<file path="src/rtl/ir_nec_command_decoder.sv">
// NEC IR frame decoder: measures pulse widths on the conditioned receiver pin, validates
// frames and repeat codes, and maps known keys onto a held 3-bit drive code.
module ir_nec_command_decoder #(
  parameter int unsigned CLK_FREQ_HZ = 50_000_000,
  parameter bit          ADDR_CHECK  = 1'b1,
  parameter logic [7:0]  EXPECT_ADDR = 8'h00,
  parameter int unsigned HOLD_MS     = 150,
  parameter logic [7:0]  KEY_STOP    = 8'h1C,
  parameter logic [7:0]  KEY_LEFT    = 8'h08,
  parameter logic [7:0]  KEY_RIGHT   = 8'h5A,
  parameter logic [7:0]  KEY_SLOW    = 8'h52,
  parameter logic [7:0]  KEY_MED     = 8'h18,
  parameter logic [7:0]  KEY_FAST    = 8'h16
) (
  input  logic       clk,
  input  logic       rst,
  input  logic       ir_rx,
  output logic [2:0] state_control,
  output logic [7:0] cmd_code,
  output logic       cmd_valid,
  output logic       repeat_valid,
  output logic       frame_error
);

  localparam int unsigned TickDivRaw = CLK_FREQ_HZ / 1_000_000;
  localparam int unsigned TickDiv    = (TickDivRaw > 0) ? TickDivRaw : 1;
  localparam int unsigned TickW      = (TickDiv > 1) ? $clog2(TickDiv) : 1;

  localparam logic [15:0] LeadLowMin  = 16'd8000;
  localparam logic [15:0] LeadLowMax  = 16'd10000;
  localparam logic [15:0] LeadDataMin = 16'd4000;
  localparam logic [15:0] LeadDataMax = 16'd5000;
  localparam logic [15:0] LeadRepMin  = 16'd1750;
  localparam logic [15:0] LeadRepMax  = 16'd2750;
  localparam logic [15:0] BurstMin    = 16'd400;
  localparam logic [15:0] BurstMax    = 16'd750;
  localparam logic [15:0] Space0Min   = 16'd400;
  localparam logic [15:0] Space0Max   = 16'd750;
  localparam logic [15:0] Space1Min   = 16'd1400;
  localparam logic [15:0] Space1Max   = 16'd1950;
  localparam logic [15:0] StuckUs     = 16'd12000;
  localparam logic [15:0] HoldInit    = 16'(HOLD_MS);

  typedef enum logic [2:0] {
    StIdle, StLeadLow, StLeadHigh, StBitLow, StBitHigh, StStopLow, StRepStop
  } state_e;

  function automatic logic in_win(input logic [15:0] w, input logic [15:0] lo,
                                  input logic [15:0] hi);
    return (w >= lo) && (w <= hi);
  endfunction

  logic             sync1_q, sync2_q;
  logic [1:0]       hist_q;
  logic             filt_q, filt_d;
  logic             edge_det, rise, fall;
  logic [TickW-1:0] tick_cnt_q, tick_cnt_d;
  logic             tick;
  logic [9:0]       ms_cnt_q, ms_cnt_d;
  logic             ms_tick;
  logic [15:0]      width_q, width_d;
  logic [15:0]      hold_q, hold_d;
  logic             expire;
  state_e           state_q, state_d;
  logic [4:0]       bit_cnt_q, bit_cnt_d;
  logic [31:0]      shift_q, shift_d;
  logic [7:0]       cmd_code_q, cmd_code_d;
  logic             cmd_valid_q, cmd_valid_d;
  logic             repeat_valid_q, repeat_valid_d;
  logic             frame_error_q, frame_error_d;
  logic [2:0]       state_control_q, state_control_d;
  logic             reload, err, frame_ok;

  // Majority over the newest synchronised sample and the two before it.
  always_comb begin
    filt_d   = (sync2_q & hist_q[0]) | (sync2_q & hist_q[1]) | (hist_q[0] & hist_q[1]);
    edge_det = filt_d != filt_q;
    rise     = edge_det & filt_d;
    fall     = edge_det & ~filt_d;
  end

  always_comb begin
    tick       = tick_cnt_q == TickW'(TickDiv - 1);
    tick_cnt_d = tick ? '0 : tick_cnt_q + TickW'(1);
    ms_tick    = tick && (ms_cnt_q == 10'd999);
    ms_cnt_d   = ms_cnt_q;
    if (tick) ms_cnt_d = ms_tick ? 10'd0 : ms_cnt_q + 10'd1;
    if (edge_det)                          width_d = 16'd0;
    else if (tick && width_q != 16'hFFFF)  width_d = width_q + 16'd1;
    else                                   width_d = width_q;
  end

  always_comb begin
    frame_ok = (shift_q[7:0] == ~shift_q[15:8]) && (shift_q[23:16] == ~shift_q[31:24]) &&
               (!ADDR_CHECK || shift_q[7:0] == EXPECT_ADDR);
  end

  always_comb begin
    state_d        = state_q;
    bit_cnt_d      = bit_cnt_q;
    shift_d        = shift_q;
    cmd_code_d     = cmd_code_q;
    cmd_valid_d    = 1'b0;
    repeat_valid_d = 1'b0;
    frame_error_d  = 1'b0;
    reload         = 1'b0;
    err            = 1'b0;
    unique case (state_q)
      StIdle: if (fall) state_d = StLeadLow;
      StLeadLow: if (rise) begin
        if (in_win(width_q, LeadLowMin, LeadLowMax)) state_d = StLeadHigh;
        else err = 1'b1;
      end
      StLeadHigh: if (fall) begin
        if (in_win(width_q, LeadDataMin, LeadDataMax)) begin
          state_d   = StBitLow;
          bit_cnt_d = 5'd0;
        end else if (in_win(width_q, LeadRepMin, LeadRepMax)) begin
          state_d = StRepStop;
        end else begin
          err = 1'b1;
        end
      end
      StBitLow: if (rise) begin
        if (in_win(width_q, BurstMin, BurstMax)) state_d = StBitHigh;
        else err = 1'b1;
      end
      StBitHigh: if (fall) begin
        if (in_win(width_q, Space0Min, Space0Max) || in_win(width_q, Space1Min, Space1Max)) begin
          // LSB-first: after 32 shifts the first received bit sits at [0].
          shift_d = {in_win(width_q, Space1Min, Space1Max), shift_q[31:1]};
          if (bit_cnt_q == 5'd31) begin
            state_d = StStopLow;
          end else begin
            state_d   = StBitLow;
            bit_cnt_d = bit_cnt_q + 5'd1;
          end
        end else begin
          err = 1'b1;
        end
      end
      StStopLow: if (rise) begin
        if (in_win(width_q, BurstMin, BurstMax) && frame_ok) begin
          cmd_code_d  = shift_q[23:16];
          cmd_valid_d = 1'b1;
          reload      = 1'b1;
          state_d     = StIdle;
        end else begin
          err = 1'b1;
        end
      end
      StRepStop: if (rise) begin
        if (in_win(width_q, BurstMin, BurstMax)) begin
          // A repeat after the hold has lapsed no longer refers to a live key.
          if (hold_q != 16'd0) begin
            repeat_valid_d = 1'b1;
            reload         = 1'b1;
          end
          state_d = StIdle;
        end else begin
          err = 1'b1;
        end
      end
      default: state_d = StIdle;
    endcase
    if (state_q != StIdle && !edge_det && width_q >= StuckUs) err = 1'b1;
    if (err) begin
      state_d       = StIdle;
      frame_error_d = 1'b1;
    end
  end

  // Reload from this cycle's FSM event takes priority over expiry.
  always_comb begin
    hold_d = hold_q;
    expire = 1'b0;
    if (reload) begin
      hold_d = HoldInit;
    end else if (ms_tick && hold_q != 16'd0) begin
      hold_d = hold_q - 16'd1;
      expire = hold_q == 16'd1;
    end
    state_control_d = state_control_q;
    if (expire) state_control_d = 3'b000;
    if (cmd_valid_q) begin
      if      (cmd_code_q == KEY_STOP)  state_control_d = 3'b000;
      else if (cmd_code_q == KEY_LEFT)  state_control_d = 3'b001;
      else if (cmd_code_q == KEY_RIGHT) state_control_d = 3'b010;
      else if (cmd_code_q == KEY_SLOW)  state_control_d = 3'b011;
      else if (cmd_code_q == KEY_MED)   state_control_d = 3'b100;
      else if (cmd_code_q == KEY_FAST)  state_control_d = 3'b101;
    end
  end

  // Line-conditioning flops reset to the idle-high level to avoid a phantom edge.
  always_ff @(posedge clk or negedge rst) begin
    if (!rst) begin
      sync1_q         <= 1'b1;
      sync2_q         <= 1'b1;
      hist_q          <= 2'b11;
      filt_q          <= 1'b1;
      tick_cnt_q      <= '0;
      ms_cnt_q        <= 10'd0;
      width_q         <= 16'd0;
      hold_q          <= 16'd0;
      state_q         <= StIdle;
      bit_cnt_q       <= 5'd0;
      shift_q         <= 32'd0;
      cmd_code_q      <= 8'h00;
      cmd_valid_q     <= 1'b0;
      repeat_valid_q  <= 1'b0;
      frame_error_q   <= 1'b0;
      state_control_q <= 3'b000;
    end else begin
      sync1_q         <= ir_rx;
      sync2_q         <= sync1_q;
      hist_q          <= {hist_q[0], sync2_q};
      filt_q          <= filt_d;
      tick_cnt_q      <= tick_cnt_d;
      ms_cnt_q        <= ms_cnt_d;
      width_q         <= width_d;
      hold_q          <= hold_d;
      state_q         <= state_d;
      bit_cnt_q       <= bit_cnt_d;
      shift_q         <= shift_d;
      cmd_code_q      <= cmd_code_d;
      cmd_valid_q     <= cmd_valid_d;
      repeat_valid_q  <= repeat_valid_d;
      frame_error_q   <= frame_error_d;
      state_control_q <= state_control_d;
    end
  end

  assign state_control = state_control_q;
  assign cmd_code      = cmd_code_q;
  assign cmd_valid     = cmd_valid_q;
  assign repeat_valid  = repeat_valid_q;
  assign frame_error   = frame_error_q;

endmodule

</file>
<file path="config.mk">
export PLATFORM = sky130hd
export DESIGN_NAME = ir_nec_command_decoder
export DESIGN_NICKNAME = d
export VERILOG_FILES = /design/src/rtl/ir_nec_command_decoder.sv
export SDC_FILE = /design/constraint.sdc
export NUM_CORES = 1
export LEC_CHECK = 0
export ABC_AREA = 0
export CAP_MARGIN = 30
export CORE_MARGIN = 3
export CORE_UTILIZATION = 62
export CTS_CLUSTER_SIZE = 28
export DETAILED_ROUTE_END_ITERATION = 10
export PLACE_DENSITY = 0.8
export SYNTH_ARGS = -nofsm -noshare
export SYNTH_HDL_FRONTEND = slang
export SYNTH_SLANG_ARGS = --single-unit
</file>
<file path="constraint.sdc">
create_clock -name clk -period 3 [get_ports clk]
set_input_delay 0.3 -clock clk [delete_from_list [all_inputs] [get_ports clk]]
set_output_delay 0.3 -clock clk [all_outputs]
set_load 0.02 [all_outputs]
</file>
==> results.tsv, run 1 <==
metric	value	unit
Synth Area in Compound Gates	11.0	%
Synth Flop Type	dfrtp_1	
Crit Path Class	flop to flop	
Clock Tree Root	clkbuf_8	
largest family of logic cells by synthesized area	simple AND/OR/NAND/NOR gates	
final setup fails	0	
clk sinks	107	
Congestion Overflow GR	0	
Syn Nets	578	
PortBufs	16	
Tcrit/Tclk final	86.6	%
Starting Density	65.1	%
hold path startpoint	ir_rx	
P_leak	0.00292	uW
Synth Area in Simple Gates	21.1	%
TritonCTS clock tree	built	
largest net degree at the start of global routing	57	
Die X	103	um
Final Hold Vio Count	0	
Pwr Density	464	nW/um^2
register area	2680	sq um
top cell type's share of synthesized area	44.1	%
Crit. End Element	flop	
HPWL after detailed placement	7860	um
max-slew violations	0	
count of boundary I/O pins	17	
Worst Hold Class	primary input to flop	
number of flops mapped to enable cells by yosys	0	
clock-pin transition on the worst setup and hold timing paths	0.11	ns
fraction of layout cells with a size suffix above 1	14.7	%
WL/cell	16.8	um
status	completed	
Hold Crit Endpoint	sync1_q	
Hold WS	0.301	ns
asr flop ratio synth	100	%
# rows	34	
Critical R2R Capture	cmd_code[4]	
max-cap violations	0	
commonest cells in the netlist	dfrtp_1, nor2_1, mux2_2, nand2_1, xor2_1	
global-route wire length before repair	19700	um
clock latency on the worst-skew pair	0.40	ns
cell taking the most area after synthesis	dfrtp_1	
worst vdd ir	0.523	mV
post-cts resize count	0	
Seq/Total Area, Yosys	46.4	%
Post-layout nets	582	
Longest Clk Path Bufs	2	
Antenna Cells	0	
Tmin final	2.60	ns
Multi-input gate area	2890	sq um
XOR/XNOR Fraction of Synth Area	7.57	%
fmax	385	MHz
Hold Path Depth	1	
Post-Syn Area	5780	sq um
R2R Path Start	width_q[3]	
Routed WL	11400	um
YS warnings	0	
CTS buffer count	9	
Least-Margin Pin Slew	0.716	ns
die height	103	um
DRT Pass-1 Iters	4	
DRC	0	
Reg2Reg Setup Slack	0.40	ns
largest fanout on the critical path	11	
total power	2880	uW
FF+latch count, synth	107	
post-synthesis mux area share	7.96	%
DR iter-0 viols	355	
CP required	3.28	ns
via count	4142	
Post-Syn Area per Cell	10.3	sq um
RSZ-0062 raised after global routing	false	
global placement routability congestion	0.967	
Unique masters post-synth	75	
Post-Syn Instances	564	
CP Launch Type	flop	
fillcell total	629	
remaining antenna violation count	0	
die area	10500	sq um
Setup TNS	0	ns
Synth area leaders	dfrtp_1, mux2_2, xor2_1	
H-tree depth	3	
Via density	6.08	
Slew HR	51.6	%
GRT Overall Usage	23.8	%
most common cell in the netlist	dfrtp_1	
core area	8890	sq um
initial antenna violation count	0	
vias in the first global route	4074	
Critical Path AT	2.88	ns
clk_skew	0.0210	ns
cells on worst reg2reg path	6	
Area Overhead vs Synth	7.40	%
Adder-Cell Fraction of Synth Area	2.38	%
## layout by cell type, fill, tap and decap left out, types with 3 or more instances in the layout
cell / instances
a21oi_1: 11
nor2_1: 52
buf_4: 6
nor2b_1: 11
a31o_2: 3
a31oi_1: 3
nand2b_1: 10
dfstp_2: 5
a211o_1: 3
a2111oi_0: 3
o21ai_0: 23
inv_1: 15
and2_1: 16
nand3_1: 20
nand4_1: 16
o31ai_1: 3
mux2_2: 39
nor4_1: 12
nand3b_1: 3
a21oi_2: 3
xnor2_1: 22
clkdlybuf4s50_1: 15
nand2_1: 33
nor4bb_1: 3
nor4b_1: 3
ha_1: 11
clkbuf_8: 9
nor3_1: 13
dfrtp_1: 102
and3_1: 8
xor2_1: 28
or3_1: 4
a21o_1: 4
clkinv_4: 3
or4_1: 3
## what timing repair did
| item | in CTS | in global routing |
|---|---|---|
| buffers inserted | 0 | 0 |
| endpoints found under the hold margin | 50 | 0 |
| hold buffers | 1 | 0 |
## layout make-up
cell class	instances	share of cell area, %
multi-input cells	412	46.6
flip-flops and latches	107	43.2
repair buffers	23	3.63
well taps	108	2.18
clock buffers	9	1.99
clock inverters	7	1.53
inverters	15	0.906
## metal layers
metal	up-vias	GRT usage, %	part of all wire (%)
li1	2018	-	-
met1	2036	31.3	46
met2	70	38.8	48
met3	18	6.70	4.2
met4	0	6.56	1.6
met5	-	0	0
## state kept, by name, summed over array words and instances (netlist names), 2 cells and up
register       cells
hold_q            16
ms_cnt_q          10
shift_q           32
hist_q             2
cmd_code           8
state_q            3
state_control      3
width_q           16
tick_cnt_q         6
bit_cnt_q          5
## how the worst max path moves through the flow
| stage | start | endpoint | slack (ns) | cells past startpoint |
|---|---|---|---|---|
| detailed placement | width_q[3] | shift_q[2] | 0.45 | 8 |
| global route | tick_cnt_q[2] | hold_q[8] | 0.19 | 7 |
| finish | width_q[3] | cmd_code[4] | 0.40 | 6 |
| floorplan | width_q[13] | bit_cnt_q[3] | 0.71 | 6 |
| CTS | width_q[3] | cmd_code[4] | 0.42 | 6 |
| global placement | width_q[4] | shift_q[2] | 0.51 | 8 |
## cell families (layout without fill, tap and decap cells)
| kind of cell | Yosys count | after routing |
|---|---|---|
| flops | 107 | 107 |
| mux | 41 | 41 |
| compound gates | 86 | 86 |
| buf+inv | 45 | 54 |
| fa+ha+maj | 11 | 11 |
| xor+xnor | 50 | 50 |
| simple gates | 224 | 224 |
## power by group
part / total, uW / leakage, uW / internal [uW] / switching, uW
registers: 1520 / 0.00146 / 1470 / 49.0
logic: 410 / 0.00134 / 160 / 250
clock network: 950 / 0.000110 / 409 / 542
## critical path, stage by stage (launching register included)
cell,delay [ns]
dfrtp_1,0.56
nor4bb_1,0.43
nand2_1,0.14
o41ai_4,0.31
nand2_1,0.25
nor2_2,0.41
mux2_2,0.39
## per-stage QoR
| stage | instance area (sq um) | cells | utilization [%] | worst slack, ns |
|---|---|---|---|---|
| 4_1_cts | 6210 | 681 | 69.9 | 0.424 |
| 6_report | 6210 | 681 | 69.9 | 0.402 |
| 5_1_grt | 6210 | 681 | 69.9 | 0.190 |
| 3_5_place_dp | 5980 | 664 | 67.3 | 0.450 |
| 2_1_floorplan | 5780 | 564 | - | 0.711 |
| 3_3_place_gp | 5980 | 664 | 67.3 | 0.512 |
Note: power is estimated with default switching activity, not from simulation.
==> run 2, diff against run 1 <==
--- a/config.mk
+++ b/config.mk
@@ -6,12 +6,11 @@
 export NUM_CORES = 1
 export LEC_CHECK = 0
 export ABC_AREA = 0
-export CAP_MARGIN = 30
 export CORE_MARGIN = 3
-export CORE_UTILIZATION = 62
+export CORE_UTILIZATION = 55
 export CTS_CLUSTER_SIZE = 28
 export DETAILED_ROUTE_END_ITERATION = 10
-export PLACE_DENSITY = 0.8
+export PLACE_DENSITY = 0.72
 export SYNTH_ARGS = -nofsm -noshare
 export SYNTH_HDL_FRONTEND = slang
 export SYNTH_SLANG_ARGS = --single-unit
==> constraint.sdc (replaced) <==
create_clock -name clk -period 3.3 [get_ports clk]
set_input_delay 0.33 -clock clk [delete_from_list [all_inputs] [get_ports clk]]
set_output_delay 0.33 -clock clk [all_outputs]
set_load 0.02 [all_outputs]
==> run 2 against run 1 <==
Fmax down 10%; hold slack better by 0.029 ns; sequential share of layout area decreased by 0.34 points; sequential power down 8%; sequential cell count did not move; core utilization is 7.3 points lower; cell area increased by 0.79%; via count grew 1.1%; die area grew 12%; register-to-register slack hardly changed; first-iteration DRC count down 14%.
==> results.tsv, run 2 (synthesis gave the netlist of run 1 again) <==
metric	value	unit	change
fmax	346	MHz	was 385 MHz
Top reg by flops	shift_q		unchanged
post-CTS setup buffers	0		unchanged
CTS buffer count	9		unchanged
RSZ-0062 raised after global routing	false		unchanged
Area Overhead vs Synth	8.24	%	was 7.40%
Via density	5.94		was 6.08
worst vdd ir	0.402	mV	was 0.523 mV
DRC	0		unchanged
Crit. End Element	flop		unchanged
CP Launch Type	flop		unchanged
clk sinks	107		unchanged
Final Hold Vio Count	0		unchanged
Hold Crit Endpoint	sync1_q		unchanged
Congestion Overflow GR	0		unchanged
cells along the critical path	nand4_1 -> a2111oi_0 -> o211a_1 -> a21oi_2 -> nor2_1 -> nand2_2 -> mux2_1		was nor4bb_1 -> nand2_1 -> o41ai_4 -> nand2_1 -> nor2_2 -> mux2_2
DRT Pass-1 Iters	6		was 4
core area	10000	sq um	was 8890 sq um
max-slew violations	0		unchanged
# rows	36		was 34
WL/cell	15.9	um	was 16.8 um
Post-layout nets	581		was 582
Tcrit/Tclk final	87.7	%	was 86.6%
vias in the first global route	4123		was 4074
die area	11800	sq um	was 10500 sq um
status	completed		unchanged
final setup fails	0		unchanged
DR iter-0 viols	307		was 355
Hold Path Depth	1		unchanged
via count	4189		was 4142
most common cell after layout, fill and taps aside	dfrtp_1		unchanged
R2R Path Start	width_q[4]		was width_q[3]
Clock Tree Root	clkbuf_8		unchanged
Tmin final	2.89	ns	was 2.60 ns
Antenna Cells	0		unchanged
Longest Clk Path Bufs	2		unchanged
PortBufs	16		unchanged
Die X	109	um	was 103 um
die height	109	um	was 103 um
initial antenna violation count	0		unchanged
largest net degree at the start of global routing	53		was 57
Worst Hold Class	primary input to flop		unchanged
Buf/Inv on CP	0		unchanged
max-cap violations	0		unchanged
placed insts	688		was 664
global placement routability congestion	0.906		was 0.967
Worst path slowest cell	dfrtp_1		unchanged
Largest regs	shift_q x32, hold_q x16, width_q x16		unchanged
Crit Path Class	flop to flop		unchanged
count of boundary I/O pins	17		unchanged
GRT Overall Usage	20.5	%	was 23.8%
remaining antenna violation count	0		unchanged
clock-pin transition on the worst setup and hold timing paths	0.12	ns	was 0.11 ns
clk_skew	0.0230	ns	was 0.0210 ns
final std cells w/o fill	705		was 681
Starting Density	57.8	%	was 65.1%
global-route wire length before repair	19300	um	was 19700 um
Slew HR	52.0	%	was 51.6%
CP required	3.56	ns	was 3.28 ns
cells on worst reg2reg path	7		was 6
Critical R2R Capture	shift_q[2]		was cmd_code[4]
Pwr Density	434	nW/um^2	was 464 nW/um^2
clock latency on the worst-skew pair	0.39	ns	was 0.40 ns
max reg flops	32		unchanged
commonest cells after routing, fill and taps aside	dfrtp_1, nor2_1, mux2_2, nand2_1, xor2_1		unchanged
HPWL after detailed placement	7830	um	was 7860 um
total power	2720	uW	was 2880 uW
top cell family by delay on the critical path	compound AO/OA/AOI/OAI gates		was simple AND/OR/NAND/NOR gates
fraction of layout cells with a size suffix above 1	14.5	%	was 14.7%
Crit path largest cell delay	0.58	ns	was 0.56 ns
largest fanout on the critical path	32		was 11
Routed WL	11200	um	was 11400 um
H-tree depth	3		unchanged
Least-Margin Pin Slew	0.711	ns	was 0.716 ns
Setup TNS	0	ns	unchanged
TritonCTS clock tree	built		unchanged
hold path startpoint	ir_rx		unchanged
Critical Path AT	3.16	ns	was 2.88 ns
Hold WS	0.330	ns	was 0.301 ns
P_leak	0.00293	uW	was 0.00292 uW
Reg2Reg Setup Slack	0.41	ns	was 0.40 ns
-- run 2: area by class of cell --
| class | instances | area [sq um] |
|---|---|---|
| clock buffer | 10 | 138 |
| clock inverter | 6 | 119 |
| fill | 833 | 3740 |
| inverter | 15 | 56.3 |
| multi-input combinational | 412 | 2890 |
| sequential | 107 | 2680 |
| tap | 133 | 166 |
| timing repair buffer | 22 | 205 |
-- run 2: report_power, final --
group,switching [uW],internal (uW)
registers,57.7,1340
logic,197,130
clock network,461,534
-- run 2: worst max path at each step --
stage,startpoint,to,slack (ns),cells after the start
2_1_floorplan,width_q[13],bit_cnt_q[3],1.01,6
5_1_grt,width_q[4],shift_q[2],0.12,7
6_report,width_q[4],shift_q[2],0.41,7
3_3_place_gp,width_q[3],shift_q[2],0.60,7
4_1_cts,width_q[3],shift_q[2],0.46,7
3_5_place_dp,width_q[3],shift_q[2],0.51,7
-- run 2: routing by layer --
| layer | up-vias | routed length (um) | GRT usage [%] |
|---|---|---|---|
| met3 | 20 | 444 | 5.67 |
| li1 | 2024 | - | - |
| met5 | - | 0 | 0 |
| met2 | 85 | 5250 | 32.8 |
| met1 | 2060 | 5320 | 27.7 |
| met4 | 0 | 175 | 4.78 |
-- run 2: per-stage QoR --
stage / util, % / area [sq um] / setup WS, ns
2_1_floorplan: - / 5780 / 1.01
3_3_place_gp: 59.9 / 5990 / 0.601
3_5_place_dp: 59.9 / 5990 / 0.507
4_1_cts: 62.6 / 6260 / 0.464
5_1_grt: 62.6 / 6260 / 0.122
6_report: 62.6 / 6260 / 0.407
-- run 2: repair_timing --
action | 4_1_cts | 5_1_grt
hold endpoints to repair | 45 | 0
resized for setup | 0 | 0
hold buffers | 1 | 0
==> run 3, diff against run 2 <==
==> constraint.sdc (replaced) <==
create_clock -name clk -period 3.16 [get_ports clk]
set_input_delay 0.316 -clock clk [delete_from_list [all_inputs] [get_ports clk]]
set_output_delay 0.316 -clock clk [all_outputs]
set_load 0.1 [all_outputs]
==> run 3 against run 2 <==
Sequential cell count stayed put; clock skew fell by 0.0064 ns; hold slack better by 0.0080 ns; combinational power up 12%; routed wire length fell by 5.1%; cell count decreased by 0.28%; power shrank 1.8%; die area unchanged; cell area shrank 1.2%; sequential power grew 4%; global-route usage is 0.87 points lower; critical path depth is 1 higher; critical endpoint unchanged; largest cell class unchanged; largest power group unchanged.
==> results.tsv, run 3 (synthesis gave the netlist of run 1 again) <==
metric	value	unit	change
metal3 WL	367	um	was 444 um
CP required	3.42	ns	was 3.56 ns
top cell family by delay on the critical path	simple AND/OR/NAND/NOR gates		was compound AO/OA/AOI/OAI gates
die height	109	um	unchanged
routed metal-1 wire length	5110	um	was 5320 um
fraction of layout cells with a size suffix above 1	14.6	%	was 14.5%
Via density	5.85		was 5.94
Buf/Inv on CP	1		was 0
top routing layer used	met4		unchanged
via count	4114		was 4189
Setup TNS	0	ns	unchanged
clk_skew	0.0165	ns	was 0.0230 ns
commonest cells after routing, fill and taps aside	dfrtp_1, nor2_1, mux2_2, nand2_1, xor2_1		unchanged
Post-layout nets	580		was 581
PortBufs	16		unchanged
CTS buffer count	9		unchanged
Final Hold Vio Count	0		unchanged
DRC	0		unchanged
Largest regs	shift_q x32, hold_q x16, width_q x16		unchanged
Pwr Density	431	nW/um^2	was 434 nW/um^2
Util after Layout	61.9	%	was 62.6%
final setup fails	0		unchanged
Top reg by flops	shift_q		unchanged
# rows	36		unchanged
Die X	109	um	unchanged
GRT Overall Usage	19.6	%	was 20.5%
Slew HR	34.9	%	was 52.0%
Worst Hold Class	primary input to flop		unchanged
HPWL after detailed placement	7580	um	was 7830 um
Routed WL	10600	um	was 11200 um
global-route wire length before repair	18700	um	was 19300 um
max-cap violations	0		unchanged
Crit Path Class	flop to flop		unchanged
RSZ-0062 raised after global routing	false		unchanged
global placement routability congestion	0.983		was 0.906
DR iter-0 viols	397		was 307
clock latency on the worst-skew pair	0.37	ns	was 0.39 ns
max-slew violations	0		unchanged
vias in the first global route	4015		was 4123
Clock Tree Root	clkbuf_8		unchanged
worst vdd ir	0.396	mV	was 0.402 mV
TritonCTS clock tree	built		unchanged
count of boundary I/O pins	17		unchanged
cells along the critical path	nor4bb_1 -> nand2_1 -> o41ai_4 -> a21oi_2 -> nor2_1 -> nand2_2 -> buf_4 -> mux2_1		was nand4_1 -> a2111oi_0 -> o211a_1 -> a21oi_2 -> nor2_1 -> nand2_2 -> mux2_1
max reg flops	32		unchanged
Starting Density	57.8	%	unchanged
remaining antenna violation count	0		unchanged
DRT Pass-1 Iters	5		was 6
clock-pin transition on the worst setup and hold timing paths	0.11	ns	was 0.12 ns
Longest Clk Path Bufs	2		unchanged
Crit path largest cell delay	0.54	ns	was 0.58 ns
Critical Path AT	2.86	ns	was 3.16 ns
WL/cell	15.1	um	was 15.9 um
Crit. End Element	flop		unchanged
core area	10000	sq um	unchanged
Worst path slowest cell	dfrtp_1		unchanged
P_leak	0.00290	uW	was 0.00293 uW
Congestion Overflow GR	0		unchanged
H-tree depth	3		unchanged
Tcrit/Tclk final	82.4	%	was 87.7%
Tmin final	2.60	ns	was 2.89 ns
Least-Margin Pin Slew	0.974	ns	was 0.711 ns
die area	11800	sq um	unchanged
most common cell after layout, fill and taps aside	dfrtp_1		unchanged
Met2 Wirelength	5020	um	was 5250 um
CP Launch Type	flop		unchanged
Antenna Cells	0		unchanged
status	completed		unchanged
clk sinks	107		unchanged
initial antenna violation count	0		unchanged
largest fanout on the critical path	32		unchanged
Area Overhead vs Synth	6.99	%	was 8.24%
fmax	384	MHz	was 346 MHz
largest net degree at the start of global routing	52		was 53
-- run 3: cell types whose count changed in the layout (fill, tap and decap cells not counted) --
cell / change
clkdlybuf4s50_1: -2
bufinv_16: -2
buf_4: +1
clkinv_2: +1
clkbuf_8: -1
inv_6: +1
-- run 3: per-stage QoR --
stage | hold WS (ns) | worst slack, ns | cells | power [uW] | cell area (sq um)
final | 0.338 | 0.555 | 703 | 2670 | 6190
after CTS | 0.319 | 0.572 | 703 | 2700 | 6190
after global placement | 0.347 | 0.618 | 687 | 1840 | 5980
after detailed placement | 0.353 | 0.607 | 687 | 1850 | 5980
after floorplan | 0.0204 | 0.871 | 564 | 1750 | 5780
after global routing | 0.308 | 0.270 | 703 | 2790 | 6190
-- run 3: per-layer routing --
metal  GRT usage (%)  vias to the layer above
met5               0                        -
met4            5.41                        0
met3            3.94                       12
met2            31.2                       85
met1            27.3                     2002
li1                -                     2015
-- run 3: final timing paths --
check,from,endpoint,slack (ns),cells after the start
worst max-delay path,width_q[3],shift_q[2],0.56,8
max in group asynchronous,rst,state_control[1],1.84,3
worst min register to register,sync1_q,sync2_q,0.37,0
worst max register to register,width_q[3],shift_q[2],0.56,8
min in group asynchronous,rst,tick_cnt_q[5],0.51,2
worst min-delay path,ir_rx,sync1_q,0.34,1
-- run 3: worst reg2reg max path, delay by kind of cell, from the launching register on --
kind                   cells  cell delay (ns)
AOI/OAI and AO/OA          2             0.51
muxes                      1             0.35
and+or+nand+nor            4             0.83
buffers and inverters      1             0.26
DFF                        1             0.54
-- run 3: layout make-up --
type / instances / area (sq um)
clock buffer: 9 / 124
clock inverter: 6 / 72.6
tap: 133 / 166
fill: 842 / 3810
inverter: 15 / 56.3
sequential: 107 / 2680
timing repair buffer: 21 / 193
multi-input combinational: 412 / 2890
-- run 3: power by group --
group	switching (uW)	leakage (uW)	internal, uW
Clock	471	0.000102	374
Sequential	61.7	0.00146	1400
Combinational	236	0.00133	129
Total	768	0.00290	1900
-- run 3: timing repair --
action                                  in CTS  in global routing
hold endpoints to repair                    44                  0
setup buffers                                0                  0
endpoints found under the setup margin       0                  0
hold buffers                                 1                  0
resized for setup                            0                  0
